**src/rtl/pll_seq_pkg.sv**
```systemverilog
// Shared constants and state type for the PLL step sequencer.
// Default strobe offsets are measured in cycles from the start pulse.
package pll_seq_pkg;

  localparam int unsigned PLL_CNT_W     = 8;
  localparam int unsigned PLL_T_RD_PI1  = 16;
  localparam int unsigned PLL_T_RD_FIFO = 17;
  localparam int unsigned PLL_T_STA_PI1 = 31;
  localparam int unsigned PLL_T_RD_PI2  = 46;
  localparam int unsigned PLL_T_DONE    = 128;

  typedef enum logic {
    IDLE = 1'b0,
    RUN  = 1'b1
  } seq_state_t;

endpackage

```
**src/rtl/seq_strobe_tap.sv**
```systemverilog
// Registered single-cycle strobe.
// It compares the counter's next value so the pulse lands in the cycle where cnt == T.
module seq_strobe_tap
  import pll_seq_pkg::*;
#(
  parameter int unsigned CNT_W = PLL_CNT_W,
  parameter int unsigned T     = 0
) (
  input  logic             clk,
  input  logic             rst,
  input  logic             en,
  input  logic [CNT_W-1:0] cnt_nxt,
  output logic             strobe
);

  localparam logic [CNT_W-1:0] T_CNT = CNT_W'(T);

  always_ff @(posedge clk or negedge rst) begin
    if (!rst) strobe <= 1'b0;
    else      strobe <= en && (cnt_nxt == T_CNT);
  end

endmodule

```
**src/rtl/pll_step_sequencer.sv**
```systemverilog
// Single-counter step scheduler for the PLL control datapath.
// It issues the start pulse and all downstream strobes at fixed offsets, with busy and overrun reporting.
module pll_step_sequencer
  import pll_seq_pkg::*;
#(
  parameter int unsigned CNT_W     = PLL_CNT_W,
  parameter int unsigned T_RD_PI1  = PLL_T_RD_PI1,
  parameter int unsigned T_RD_FIFO = PLL_T_RD_FIFO,
  parameter int unsigned T_STA_PI1 = PLL_T_STA_PI1,
  parameter int unsigned T_RD_PI2  = PLL_T_RD_PI2,
  parameter int unsigned T_DONE    = PLL_T_DONE
) (
  input  logic        clk,
  input  logic        rst,
  input  logic        rst_user,
  input  logic        step_req,
  output logic        sta,
  output logic        rd_pi1_x,
  output logic        rd_fifo,
  output logic        sta_pi1,
  output logic        rd_pi2_x,
  output logic        done_sig,
  output logic        busy,
  output logic        overrun,
  output logic [15:0] step_count
);

  localparam logic [CNT_W-1:0] T_DONE_CNT = CNT_W'(T_DONE);

  seq_state_t       state, state_nxt;
  logic [CNT_W-1:0] cnt, cnt_nxt;
  logic             ovr_set;
  logic             run_nxt;
  logic             done_nxt;
  logic             overrun_q;
  logic [15:0]      step_cnt_q;

  always_ff @(posedge clk or negedge rst) begin
    if (!rst) begin
      state <= IDLE;
      cnt   <= '0;
    end else begin
      state <= state_nxt;
      cnt   <= cnt_nxt;
    end
  end

  // A request in the done cycle restarts at cnt=0 instead of returning to IDLE.
  always_comb begin
    state_nxt = state;
    cnt_nxt   = cnt;
    ovr_set   = 1'b0;
    if (rst_user) begin
      state_nxt = IDLE;
      cnt_nxt   = '0;
    end else begin
      unique case (state)
        IDLE: begin
          cnt_nxt = '0;
          if (step_req) state_nxt = RUN;
        end
        RUN: begin
          if (cnt == T_DONE_CNT) begin
            cnt_nxt   = '0;
            state_nxt = step_req ? RUN : IDLE;
          end else begin
            cnt_nxt = cnt + 1'b1;
            ovr_set = step_req;
          end
        end
        default: begin
          state_nxt = IDLE;
          cnt_nxt   = '0;
        end
      endcase
    end
  end

  assign run_nxt  = (state_nxt == RUN);
  assign done_nxt = run_nxt && (cnt_nxt == T_DONE_CNT);

  always_ff @(posedge clk or negedge rst) begin
    if (!rst) begin
      overrun_q  <= 1'b0;
      step_cnt_q <= '0;
    end else if (rst_user) begin
      overrun_q  <= 1'b0;
      step_cnt_q <= '0;
    end else begin
      if (ovr_set)  overrun_q  <= 1'b1;
      if (done_nxt) step_cnt_q <= step_cnt_q + 16'd1;
    end
  end

  assign busy       = (state == RUN);
  assign overrun    = overrun_q;
  assign step_count = step_cnt_q;

  seq_strobe_tap #(.CNT_W(CNT_W), .T(0)) u_tap_sta (
    .clk(clk), .rst(rst), .en(run_nxt), .cnt_nxt(cnt_nxt), .strobe(sta)
  );
  seq_strobe_tap #(.CNT_W(CNT_W), .T(T_RD_PI1)) u_tap_rd_pi1 (
    .clk(clk), .rst(rst), .en(run_nxt), .cnt_nxt(cnt_nxt), .strobe(rd_pi1_x)
  );
  seq_strobe_tap #(.CNT_W(CNT_W), .T(T_RD_FIFO)) u_tap_rd_fifo (
    .clk(clk), .rst(rst), .en(run_nxt), .cnt_nxt(cnt_nxt), .strobe(rd_fifo)
  );
  seq_strobe_tap #(.CNT_W(CNT_W), .T(T_STA_PI1)) u_tap_sta_pi1 (
    .clk(clk), .rst(rst), .en(run_nxt), .cnt_nxt(cnt_nxt), .strobe(sta_pi1)
  );
  seq_strobe_tap #(.CNT_W(CNT_W), .T(T_RD_PI2)) u_tap_rd_pi2 (
    .clk(clk), .rst(rst), .en(run_nxt), .cnt_nxt(cnt_nxt), .strobe(rd_pi2_x)
  );
  seq_strobe_tap #(.CNT_W(CNT_W), .T(T_DONE)) u_tap_done (
    .clk(clk), .rst(rst), .en(run_nxt), .cnt_nxt(cnt_nxt), .strobe(done_sig)
  );

endmodule

```
**config.mk**
```make
export PLATFORM = sky130hd
export DESIGN_NAME = pll_step_sequencer
export DESIGN_NICKNAME = d
export VERILOG_FILES = /design/src/rtl/pll_seq_pkg.sv /design/src/rtl/seq_strobe_tap.sv /design/src/rtl/pll_step_sequencer.sv
export SDC_FILE = /design/constraint.sdc
export NUM_CORES = 1
export LEC_CHECK = 0
export CAP_MARGIN = 0
export CELL_PAD_IN_SITES_DETAIL_PLACEMENT = 1
export CELL_PAD_IN_SITES_GLOBAL_PLACEMENT = 2
export CORE_ASPECT_RATIO = 0.75
export CORE_MARGIN = 1.5
export CORE_UTILIZATION = 30
export DETAILED_ROUTE_END_ITERATION = 7
export PLACE_DENSITY_LB_ADDON = 0.05
export SYNTH_ARGS = -nofsm -noshare
export SYNTH_HDL_FRONTEND = slang
export SYNTH_SLANG_ARGS = --single-unit
```
**constraint.sdc**
```tcl
create_clock -name clk -period 2.1 [get_ports clk]
set_input_delay 0.525 -clock clk [delete_from_list [all_inputs] [get_ports clk]]
set_output_delay 0.525 -clock clk [all_outputs]
set_load 0.02 [all_outputs]
```
Yosys cells after proc, flatten, opt, wreduce, memory -nomap -nowiden
Index checks and enable logic that the tools add are counted.

Bits in registers: 32. Bits of input ports: 4.

Equality and inequality tests: 6. Bitwise logic cells: 1. Add/sub/neg operators: 2. Reductions and logical operators: 9. Muxes and demuxes: 14.

Operators with widths (count): $mux 16 (2); $eq 8x5->1 const B (3); $add 16x1->16 const B (1); $eq 8x8->1 const B (2); $mux 8 (2); $pmux 8 s2 (1); $add 8x1->8 const B (1); $eq 8x6->1 const B (1); $logic_not 8->1 (1); $mux 1 (8); $logic_and 1x1->1 (6); $reduce_bool 2->1 (2); $pmux 1 s2 (1); $not 1->1 (1).

Depth between registers and ports, before layout
Depth in word-level cells: 8. Mapped depth: 10. Gate-level depth less buffers: 7.

Cells and area by module
Synthesis repeated with hierarchy kept, for this count alone.

Cell total of the unflattened synthesis: 185. Area total of the unflattened synthesis: 1921.8 µm².

By module, submodules not included: pll_step_sequencer (area an instance 1621.6 µm², cells each 161, instances 1); seq_strobe_tap (u_tap_rd_pi2 ...) (area an instance 51.3 µm², cells each 4, instances 2); seq_strobe_tap (u_tap_rd_fifo) (area an instance 57.6 µm², cells each 4, instances 1); seq_strobe_tap (u_tap_rd_pi1) (area an instance 48.8 µm², cells each 4, instances 1); seq_strobe_tap (u_tap_sta) (area an instance 46.3 µm², cells each 4, instances 1); seq_strobe_tap (u_tap_done) (area an instance 45.0 µm², cells each 4, instances 1).

Worst setup path after synthesis
OpenSTA, ideal clock, no wires.

Path type: register to register. Start point: reg cnt[0]. End point: reg step_cnt_q[15], in the netlist step_count[15]. Stages on the path, launching flop included: 10. Arrival time: 2.114 ns. Setup slack: -0.139 ns. Clock period less this slack: 2.239 ns. Cell sequence: dfrtp_1 > buf_2 > inv_1 > ha_1 > nor4bb_1 > a21boi_1 > o311ai_4 > buf_4 > nor4_1 > mux2_2.

Word-level cells in the longest chain between the ends: 7.

RTL lines: from (decl) (RTL line pll_step_sequencer.sv:31) `logic [CNT_W-1:0] cnt, cnt_nxt;`; from (signal assigned) (RTL line pll_step_sequencer.sv:44) `cnt <= cnt_nxt;`; $add 8x1->8 / $eq 8x8->1 (equally long branches) (RTL line pll_step_sequencer.sv:67, pll_step_sequencer.sv:63); $mux 8 (RTL line pll_step_sequencer.sv:63) `if (cnt == T_DONE_CNT) begin`; $pmux 8 s2 (RTL line pll_step_sequencer.sv:57) `unique case (state)`; $mux 8 (RTL line pll_step_sequencer.sv:53) `if (rst_user) begin`; $eq 8x8->1 (RTL line pll_step_sequencer.sv:80) `assign done_nxt = run_nxt && (cnt_nxt == T_DONE_CNT);`; $logic_and 1x1->1 * (RTL line pll_step_sequencer.sv:80); $reduce_bool 2->1 (no line) *; to (signal assigned) (RTL line pll_step_sequencer.sv:91) `if (done_nxt) step_cnt_q <= step_cnt_q + 16'd1;`; to (decl) (RTL line pll_step_sequencer.sv:36) `logic [15:0] step_cnt_q;`.

Every way passes the cells marked *; elsewhere a longest branch is shown, timed or not. A chain may end at the register's enable or synchronous reset.

Worst setup path in the final report
Start point: reg cnt[0]. End point: reg step_cnt_q[6], in the netlist step_count[6].

The elaborated chain is that of the path after synthesis.

==> impl_metrics.env <==
export IMPL_wl_per_cell_um=18.38
export IMPL_multiInputGateArea_sq_mm=0.001246
export IMPL_worstPathRequired_ps=2270
export IMPL_synth_flop_cell="dfrtp_1"
export IMPL_num_rows=24
export IMPL_fin_area_sq_mm=0.002875
export IMPL_crit_path_start_kind="flop"
export IMPL_reg2reg_depth=9
export IMPL_dieArea_sq_mm=0.006571
export IMPL_clkTransAtPathRegs_ps=70
export IMPL_num_vias=1827
export IMPL_cp_end_kind="flop"
export IMPL_path_cells="buf_6, inv_4, ha_4, nor4bb_4, a21boi_4, o311ai_4, buf_6, o41ai_4, a21oi_2"
export IMPL_critPathKind="reg2reg"
export IMPL_ff_latch_area_sq_um=802.0
export IMPL_cpPeakStageDelay_ps=400
export IMPL_power_density_mw_per_mm2=427.9
export IMPL_cts_tree="built"
export IMPL_clock_sinks=32
export IMPL_avgSynthCellArea_sq_um=9.465
export IMPL_overflow=0
export IMPL_hold_ws_ps=505.6
export IMPL_p_leak_uw=0.001062
export IMPL_yosys_top_cells_area="dfrtp_1, a21oi_1, nor2_1"
export IMPL_reg2reg_from="cnt[0]"
export IMPL_first_iter_violations=88
export IMPL_layout_setup_ws_ps=-16.02
export IMPL_synth_area_sq_mm=0.001827
export IMPL_synthCells=193
export IMPL_antenna_left=0
export IMPL_nFillCells=680
export IMPL_antenna_diode_count=0
export IMPL_ios=28
export IMPL_grt_pass1_wl_mm=10.29
export IMPL_die_w_um=93.11
export IMPL_cp_num_buf_inv=3
export IMPL_synth_fp_nets=200
export IMPL_first_pass_iters=4
export IMPL_hpwlAfterDp_mm=4.016
export IMPL_hold_path_end="overrun"
export IMPL_ys_ff_latch=32
export IMPL_hold_class="reg2reg"
export IMPL_numPortBuffers=27
export IMPL_hold_buffers=0
export IMPL_finalHoldViolCount=0
export IMPL_grt_pass1_vias=1945
export IMPL_antenna_found_initial=0
export IMPL_cp_common_cell="buf_6"
export IMPL_drive_gt1_frac=0.3674
export IMPL_async_reset_ff_frac=1.000
export IMPL_grt_setup_unrepaired="yes"
export IMPL_cap_viol_max_count=0
export IMPL_ys_types=47
export IMPL_vias_per_cell=5.342
export IMPL_hold_path_startpoint="overrun"
export IMPL_htree_levels=2
export IMPL_yosysWarnings=0
export IMPL_crit_family="compound AO/OA/AOI/OAI gates"
export IMPL_final_cell_mix="buf_4, dfrtp_1, clkdlybuf4s50_1"
export IMPL_cp_max_fo=6
export IMPL_clockBufferDepth=2
export IMPL_period_minus_slack_ps=2116
export IMPL_final_common_cell="buf_4"
export IMPL_synth_edf_count=0
export IMPL_coreArea_sq_mm=0.005856
export IMPL_place_congestion=0.8143
export IMPL_wl_mm=6.285
export IMPL_drc_errors=0
export IMPL_fin_crit_sh=1.008
export IMPL_violations="negative setup slack"
export IMPL_post_dp_cell_area_sq_mm=0.002447
export IMPL_ir_drop_mv=0.2760
export IMPL_grt_max_degree=33
export IMPL_reg2reg_slack_ps=-20
export IMPL_status="complete, but fails checks"
export IMPL_critPathArrivalTime_ps=2280
export IMPL_start_util=0.3120
export IMPL_skew_ps=7.910
export IMPL_clock_latency_ps=280
export IMPL_slew_headroom=0.6189
export IMPL_synth_top_cell_area_share=0.4384
export IMPL_finalMaxSlewViolations=0
export IMPL_cts_root_buf="clkbuf_8"
export IMPL_setup_viol=8
export IMPL_r2r_end="step_count[6]"
export IMPL_cts_buffers=5
export IMPL_cp_slowest_cell="dfrtp_1"
export IMPL_grt_usage=0.2047
export IMPL_min_path_cells=2
export IMPL_die_h_um=70.58
export IMPL_synth_seq_area_share=0.4384
export IMPL_area_delta_synth_final_pct=57.40
export IMPL_fmax_mhz=472.6
export IMPL_worstMarginPinSlew_ps=570.3
export IMPL_nNetsFinal=270
export IMPL_synth_top_area_cell="dfrtp_1"
==> cells in the mapped netlist, types with 3 or more instances <==
| library cell | n |
|---|---|
| a21oi_1 | 19 |
| buf_2 | 5 |
| clkbuf_1 | 4 |
| dfrtp_1 | 32 |
| ha_1 | 3 |
| inv_1 | 6 |
| nand2_1 | 11 |
| nand3_1 | 12 |
| nand4_1 | 4 |
| nor2_1 | 20 |
| nor2b_1 | 3 |
| nor3_1 | 5 |
| nor4_1 | 4 |
| o21ai_0 | 4 |
| o31ai_1 | 10 |
| or3_1 | 3 |
| or4_1 | 10 |
| xnor2_1 | 3 |
| xor2_1 | 3 |
==> flip-flops by register name, summed over array words and instances (netlist names) <==
signal	count
u_tap_rd_pi2.strobe	1
u_tap_done.strobe	1
cnt	8
overrun	1
u_tap_rd_pi1.strobe	1
step_count	16
u_tap_sta.strobe	1
busy	1
u_tap_sta_pi1.strobe	1
u_tap_rd_fifo.strobe	1
==> cell type report <==
cell class | instances | area share
clock buffers | 8 | 0.03133
inverters | 6 | 0.008703
multi-input cells | 147 | 0.4334
flip-flops and latches | 32 | 0.2789
well taps | 78 | 0.03394
repair buffers | 71 | 0.2137
==> worst min-delay path, delay by kind of cell (launching register included) <==
| family | cells | cell delay [ps] |
|---|---|---|
| compound gates | 1 | 40 |
| flops | 1 | 350 |
| simple gates | 1 | 70 |
==> power breakdown <==
group          leakage, uW  switching, uW  internal, uW
Clock            0.0000455            232           267
Combinational     0.000574           62.5          43.1
Sequential        0.000442           4.04           621
==> metal layers <==
layer / vias up / part of all wire / global-route usage / wire length (um)
met1: 924 / 0.51 / 0.3012 / 3193
met5: - / 0 / 0 / 0
met3: 4 / 0.034 / 0.04624 / 213
met2: 33 / 0.45 / 0.3114 / 2836
met4: 0 / 0.0067 / 0.03704 / 42
li1: 866 / - / - / -
==> through the flow <==
| stage | power [uW] | std cells | setup TNS [ps] | utilization | worst slack, ps |
|---|---|---|---|---|---|
| after floorplan | 676.1 | 193 | 0 | - | 3.263 |
| after global placement | 725.5 | 320 | -5162 | 0.4179 | -384.3 |
| after detailed placement | 727.6 | 320 | -6214 | 0.4179 | -440.0 |
| after CTS | 1234 | 339 | -27.58 | 0.4701 | -11.61 |
| after global routing | 1280 | 342 | -1166 | 0.4910 | -104.9 |
| final | 1230 | 342 | -54.81 | 0.4910 | -16.02 |
==> what timing repair did <==
item | in CTS | in global routing
pin swaps | 22 | 10
setup endpoints to repair | 17 | 18
setup buffers | 7 | 3
hold endpoints to repair | 0 | 0
gates resized for setup | 21 | 22
gates cloned | 4 | 0
==> how the worst max path moves through the flow <==
stage                        start            end  slack [ps]  cells past startpoint
after global routing        cnt[0]  step_count[6]        -100                      9
final                       cnt[0]  step_count[6]         -20                      9
after floorplan             cnt[0]  step_count[5]           3                      9
after CTS                   cnt[0]  step_count[0]         -10                      9
after global placement    rst_user  step_count[5]        -380                      6
after detailed placement  rst_user  step_count[5]        -440                      6
==> cells by family (layout without fill, tap and decap cells) <==
| kind of cell | after synthesis | after routing | synth area share |
|---|---|---|---|
| and+or+nand+nor | 87 | 87 | 0.2781 |
| muxes | 2 | 2 | 0.01233 |
| DFF | 32 | 32 | 0.4384 |
| adders and majority gates | 3 | 3 | 0.02055 |
| buffers and inverters | 18 | 85 | 0.05068 |
| xor gates and xnor gates | 6 | 6 | 0.02877 |
| AOI/OAI and AO/OA | 45 | 49 | 0.1712 |
Power figures use the tool's default switching activity.
